==> src/rtl/uart_receiver_if.sv <==
// uart_receiver_if
//   Received-byte bus from the UART RX stage to its consumer.
//   o_data        : last correctly received byte, held between frames
//   o_data_valid  : one-cycle pulse, o_data updated this cycle
//   o_frame_error : one-cycle pulse, stop bit sampled low
//   o_busy        : high while a frame is in progress
//   master = receiver (drives), slave = consumer (observes)
interface uart_receiver_if;
  logic [7:0] o_data;
  logic       o_data_valid;
  logic       o_frame_error;
  logic       o_busy;

  modport master (
    output o_data,
    output o_data_valid,
    output o_frame_error,
    output o_busy
  );

  modport slave (
    input o_data,
    input o_data_valid,
    input o_frame_error,
    input o_busy
  );
endinterface

==> src/rtl/uart_receiver.sv <==
// uart_receiver
//   8N1 UART receive stage. The serial line is synchronised, the start
//   bit is confirmed at mid-bit, and every following bit is sampled one
//   bit time later, i.e. near the middle of each bit.
//   Ports:
//     clk   : system clock, rising edge
//     rst_n : asynchronous active-low reset
//     i_rx  : serial line, asynchronous to clk, idle high
//     rx_o  : received-byte bus (uart_receiver_if.master)
//   Legal parameter range: 4 <= CLOCK_FREQ/BAUD_RATE <= 65535.
//
//   state     | meaning
//   ----------+-----------------------------------------------
//   IDLE      | line idle, waiting for rx_s low
//   START     | timing half a bit to confirm the start bit
//   DATA      | sampling 8 data bits, LSB first
//   STOP      | sampling the stop bit
//   WAIT_IDLE | after a framing error, wait for the line high
module uart_receiver #(
  parameter int unsigned BAUD_RATE  = 9600,
  parameter int unsigned CLOCK_FREQ = 50000000
) (
  input  logic             clk,
  input  logic             rst_n,
  input  logic             i_rx,
  uart_receiver_if.master  rx_o
);

  localparam int unsigned BIT_TIME = CLOCK_FREQ / BAUD_RATE;
  localparam int unsigned HALF_BIT = BIT_TIME / 2;
  localparam logic [15:0] BIT_LAST  = 16'(BIT_TIME - 1);
  localparam logic [15:0] HALF_LAST = 16'(HALF_BIT - 1);

  typedef enum logic [2:0] {
    IDLE      = 3'd0,
    START     = 3'd1,
    DATA      = 3'd2,
    STOP      = 3'd3,
    WAIT_IDLE = 3'd4
  } state_t;

  logic [1:0]  sync_q;
  logic        rx_s;
  state_t      state_q;
  logic [15:0] clk_cnt_q;
  logic [2:0]  bit_idx_q;
  logic [7:0]  shift_q;
  logic [7:0]  data_q;
  logic        data_valid_q;
  logic        frame_err_q;
  logic        busy_q;

  // Two-flop synchroniser, reset to the idle (high) line level so a
  // released reset never looks like a start edge.
  always_ff @(posedge clk or negedge rst_n) begin
    if (!rst_n) begin
      sync_q <= 2'b11;
    end else begin
      sync_q <= {sync_q[0], i_rx};
    end
  end

  assign rx_s = sync_q[1];

  always_ff @(posedge clk or negedge rst_n) begin
    if (!rst_n) begin
      state_q      <= IDLE;
      clk_cnt_q    <= 16'd0;
      bit_idx_q    <= 3'd0;
      shift_q      <= 8'h00;
      data_q       <= 8'h00;
      data_valid_q <= 1'b0;
      frame_err_q  <= 1'b0;
      busy_q       <= 1'b0;
    end else begin
      data_valid_q <= 1'b0;
      frame_err_q  <= 1'b0;
      case (state_q)
        IDLE: begin
          if (!rx_s) begin
            state_q   <= START;
            clk_cnt_q <= 16'd0;
            busy_q    <= 1'b1;
          end
        end

        START: begin
          if (clk_cnt_q == HALF_LAST) begin
            clk_cnt_q <= 16'd0;
            if (rx_s) begin
              // Line went back high before mid-bit: treat as a glitch.
              state_q <= IDLE;
              busy_q  <= 1'b0;
            end else begin
              state_q   <= DATA;
              bit_idx_q <= 3'd0;
            end
          end else begin
            clk_cnt_q <= clk_cnt_q + 16'd1;
          end
        end

        DATA: begin
          if (clk_cnt_q == BIT_LAST) begin
            clk_cnt_q          <= 16'd0;
            shift_q[bit_idx_q] <= rx_s;
            if (bit_idx_q == 3'd7) begin
              state_q   <= STOP;
              bit_idx_q <= 3'd0;
            end else begin
              bit_idx_q <= bit_idx_q + 3'd1;
            end
          end else begin
            clk_cnt_q <= clk_cnt_q + 16'd1;
          end
        end

        STOP: begin
          if (clk_cnt_q == BIT_LAST) begin
            clk_cnt_q <= 16'd0;
            if (rx_s) begin
              // Returning to IDLE here lets the next start bit follow
              // immediately with no idle gap.
              data_q       <= shift_q;
              data_valid_q <= 1'b1;
              state_q      <= IDLE;
              busy_q       <= 1'b0;
            end else begin
              frame_err_q <= 1'b1;
              state_q     <= WAIT_IDLE;
            end
          end else begin
            clk_cnt_q <= clk_cnt_q + 16'd1;
          end
        end

        WAIT_IDLE: begin
          // A held-low line (break) must not decode as a stream of 0x00.
          if (rx_s) begin
            state_q <= IDLE;
            busy_q  <= 1'b0;
          end
        end

        default: begin
          state_q   <= IDLE;
          clk_cnt_q <= 16'd0;
          bit_idx_q <= 3'd0;
          busy_q    <= 1'b0;
        end
      endcase
    end
  end

  assign rx_o.o_data        = data_q;
  assign rx_o.o_data_valid  = data_valid_q;
  assign rx_o.o_frame_error = frame_err_q;
  assign rx_o.o_busy        = busy_q;

endmodule

==> src/flat_wrapper.sv <==
// flat-port wrapper written by rule: the top's interface ports become plain ports
module uart_receiver_flat 
#(
  parameter int unsigned BAUD_RATE  = 9600,
  parameter int unsigned CLOCK_FREQ = 50000000
)
  (clk, rst_n, i_rx, rx_o_o_data, rx_o_o_data_valid, rx_o_o_frame_error, rx_o_o_busy);
  uart_receiver_if rx_o_i ();
  input  logic clk;
  input  logic rst_n;
  input  logic i_rx;
  output wire logic [$bits(rx_o_i.o_data)-1:0] rx_o_o_data;
  output wire logic [$bits(rx_o_i.o_data_valid)-1:0] rx_o_o_data_valid;
  output wire logic [$bits(rx_o_i.o_frame_error)-1:0] rx_o_o_frame_error;
  output wire logic [$bits(rx_o_i.o_busy)-1:0] rx_o_o_busy;
  assign rx_o_o_data = rx_o_i.o_data;
  assign rx_o_o_data_valid = rx_o_i.o_data_valid;
  assign rx_o_o_frame_error = rx_o_i.o_frame_error;
  assign rx_o_o_busy = rx_o_i.o_busy;
  uart_receiver #(.BAUD_RATE(BAUD_RATE), .CLOCK_FREQ(CLOCK_FREQ)) u_core (.clk(clk), .rst_n(rst_n), .i_rx(i_rx), .rx_o(rx_o_i));
endmodule
==> config.mk <==
export PLATFORM = sky130hd
export DESIGN_NAME = uart_receiver_flat
export DESIGN_NICKNAME = d
export VERILOG_FILES = /design/src/rtl/uart_receiver_if.sv /design/src/rtl/uart_receiver.sv /design/src/flat_wrapper.sv
export SDC_FILE = /design/constraint.sdc
export NUM_CORES = 1
export LEC_CHECK = 0
export ABC_AREA = 1
export BUFFER_PORTS_ARGS = -buffer_cell sky130_fd_sc_hd__buf_2
export CAP_MARGIN = 20
export CORE_AREA = 4 4 83 85
export DETAILED_ROUTE_END_ITERATION = 16
export DIE_AREA = 0 0 87 89
export GPL_ROUTABILITY_DRIVEN = 0
export PLACE_DENSITY_LB_ADDON = 0.12
export RECOVER_POWER = 100
export SLEW_MARGIN = 40
export SYNTH_ARGS = -nofsm -noshare
export SYNTH_HDL_FRONTEND = slang
export SYNTH_SLANG_ARGS = --single-unit
==> constraint.sdc <==
create_clock -name clk -period 4.7 [get_ports clk]
set_clock_uncertainty 0.15 [all_clocks]
set_input_delay 0.705 -clock clk [delete_from_list [all_inputs] [get_ports clk]]
set_output_delay 0.705 -clock clk [all_outputs]
set_load 0.01 [all_outputs]
==> impl_metrics.yaml <==
layout:
  synthToLayoutAreaGrowth_pct: 6.40
  num-fill-cells: 649
  final_core_util_pct: 41.5
  final_cell_mix: "nand2_1 (115), nor2_1 (48), dfrtp_1 (41), nand3_1 (28), inv_1 (23)"
  nets: 348
  diodes: 0
  fin_cells: 419
  drive_above_1_share_pct: 7.89
  mostFrequentLayoutCell: "nand2_1"
yosys:
  synth.area.top_cells: "dfrtp_1 (42%), nand2_1 (18%), nor2_1 (7.0%)"
  ys_seq_area_share_pct: 44.5
  synth_cell_type_count: 27
  synth-seq-cells: 43
  synth_area_per_cell_sq_um: 7.43
  syn_area_sq_um: 2420
  synth_top_area_share_pct: 42.4
  syn_nets: 333
  synth_top_area_cell: "dfrtp_1"
  syn_inst: 326
  ys_warn_count: 0
sta:
  post-route-min-period_ns: 2.55
  setup_viol: 0
  slew_headroom_pct: -53.6
  fmax_mhz: 392
  period_share_pct: 54.2
  setup-tns-final_ns: 0
  hold_viol: 0
  slew_viol_final: 44
  worst_slew_pin_slew_ns: 2.30
  rsz0062_at_grt: "false"
  finalWorstSetupSlack_ns: 2.15
placed_design:
  place.port_buffers: 13
  dp_hpwl_um: 3620
  placedCellCount: 411
  pre_cts_ws_ns: 2.81
drt:
  wl_per_cell_um: 12.0
  first_iter_violations: 110
  via_per_inst: 4.85
  drtPass1Iterations: 4
  antenna_left: 0
  drc: 0
  num_vias: 2032
  drt-total-wl_um: 5030
global_routing:
  grtUsageTotal_pct: 14.3
  grt_pass1_wl_um: 8780
  grt_pass1_vias: 1870
  grt_max_degree: 44
  grt_overflow: 0
  grt_antenna_before_repair: 0
cts:
  clk_latency_ns: 0.30
  ctsResizeCount: 0
  clkTransAtPathRegs_ns: 0.09
  hold_buffers: 0
  htreeDepth: 2
  cts_setup_buffers: 0
  clockRootBuffer: "clkbuf_8"
  cts_num_sinks: 43
  numCtsBuffers: 5
  clockBufferDepth: 2
  cts_tree: "yes"
critical_path:
  crit_family: "buffers and inverters"
  arrival_ns: 2.34
  cp_cell_sequence: "clkbuf_1"
  cp_slowest_cell: "clkbuf_1"
  crit_path_end_kind: "asynchronous set/reset pin"
  critPathKind: "primary input to asynchronous set/reset pin"
  cp_slowest_stage_delay_ns: 1.61
  required_ns: 4.49
  worst-path-buf-inv: 1
  cp_max_fo: 43
  startpoint_type: "primary input"
power:
  ir_drop_mv: 0.141
  finalPower_uw: 625
  cellLeakagePower_uw: 0.00126
  power_density_nw_per_um2: 242
floorplan:
  die_h_um: 89
  io_pins: 14
  core_sq_um: 6200
  die_w_um: 87
  fp-row-count: 29
  die-area_sq_um: 7740
  start_util_pct: 39.0
status:
  violations: "capacitance limit, slew limit"
  outcome: "complete, but fails checks"
job:
  max-cap-violations: 1
worst_hold_path:
  hp-class: "register to register"
==> registers in the layout, indices dropped and copies added (netlist names) <==
name / count
u_core.rx_o.o_frame_error: 1
u_core.rx_o.o_data_valid: 1
u_core.rx_o.o_busy: 1
u_core.sync_q: 2
u_core.rx_o.o_data: 8
u_core.shift_q: 8
u_core.bit_idx_q: 3
u_core.state_q: 3
u_core.clk_cnt_q: 16
==> metal layers <==
metal  up-vias  wire [um]  share of wire [%]  GRT usage (%)
met4         0         36               0.72           4.25
met5         -          0                  0              0
met2        47       2110                 42           21.6
li1       1067          -                  -              -
met1       914       2610                 52           20.8
met3         4        267                5.3           2.86
==> where the power goes <==
group	total (uW)	switching (uW)	internal (uW)
sequential	373	1.89	371
clock	242	136	106
combinational	9.65	8.43	1.22
total	625	146	479
==> layout make-up <==
class,instances,area [sq um],area share [%]
inverter,31,116,4.51
clock inverter,3,23.8,0.922
tap,77,96.3,3.74
sequential,43,1080,41.8
clock buffer,5,68.8,2.67
timing repair buffer,13,50.0,1.94
multi-input combinational,247,1140,44.4
==> kinds of logic (layout without fill, tap and decap cells) <==
family / count (synthesis) / after routing / share of synthesized area (%)
AND/OR/NAND/NOR: 213 / 213 / 39.2
flip-flops: 43 / 43 / 44.5
buffers and inverters: 36 / 52 / 6.25
AO/OA/AOI/OAI: 21 / 21 / 4.75
XOR/XNOR: 9 / 9 / 3.25
adder cells (fa/ha/maj): 4 / 4 / 2.07
==> synthesized netlist by cell type (all sizes together) <==
| cell type | number |
|---|---|
| inv | 30 |
| nor3 | 3 |
| o21ai | 13 |
| nand2 | 116 |
| nand4 | 11 |
| a21oi | 7 |
| dfrtp | 41 |
| ha | 4 |
| dfstp | 2 |
| xor2 | 7 |
| xnor2 | 2 |
| nor2 | 53 |
| clkinv | 1 |
| nand3 | 30 |
| buf | 5 |
| o211ai | 1 |
==> final timing paths <==
path,cells after the start,start,endpoint,slack [ns]
max,1,rst_n,u_core.state_q[0],2.15
min,0,u_core.sync_q[0],u_core.sync_q[1],0.21
max reg2reg,8,u_core.clk_cnt_q[0],u_core.shift_q[1],2.39
min reg2reg,0,u_core.sync_q[0],u_core.sync_q[1],0.21
max in group clk,8,u_core.clk_cnt_q[0],u_core.shift_q[1],2.39
min in group asynchronous,1,rst_n,u_core.clk_cnt_q[0],0.95
==> metrics by stage <==
stage               area [sq um]  hold slack, ns
floorplan                   2420           0.195
global placement            2550           0.197
detailed placement          2550           0.198
CTS                         2640           0.212
global route                2580           0.213
finish                      2580           0.210
Power figures use the tool's default switching activity.
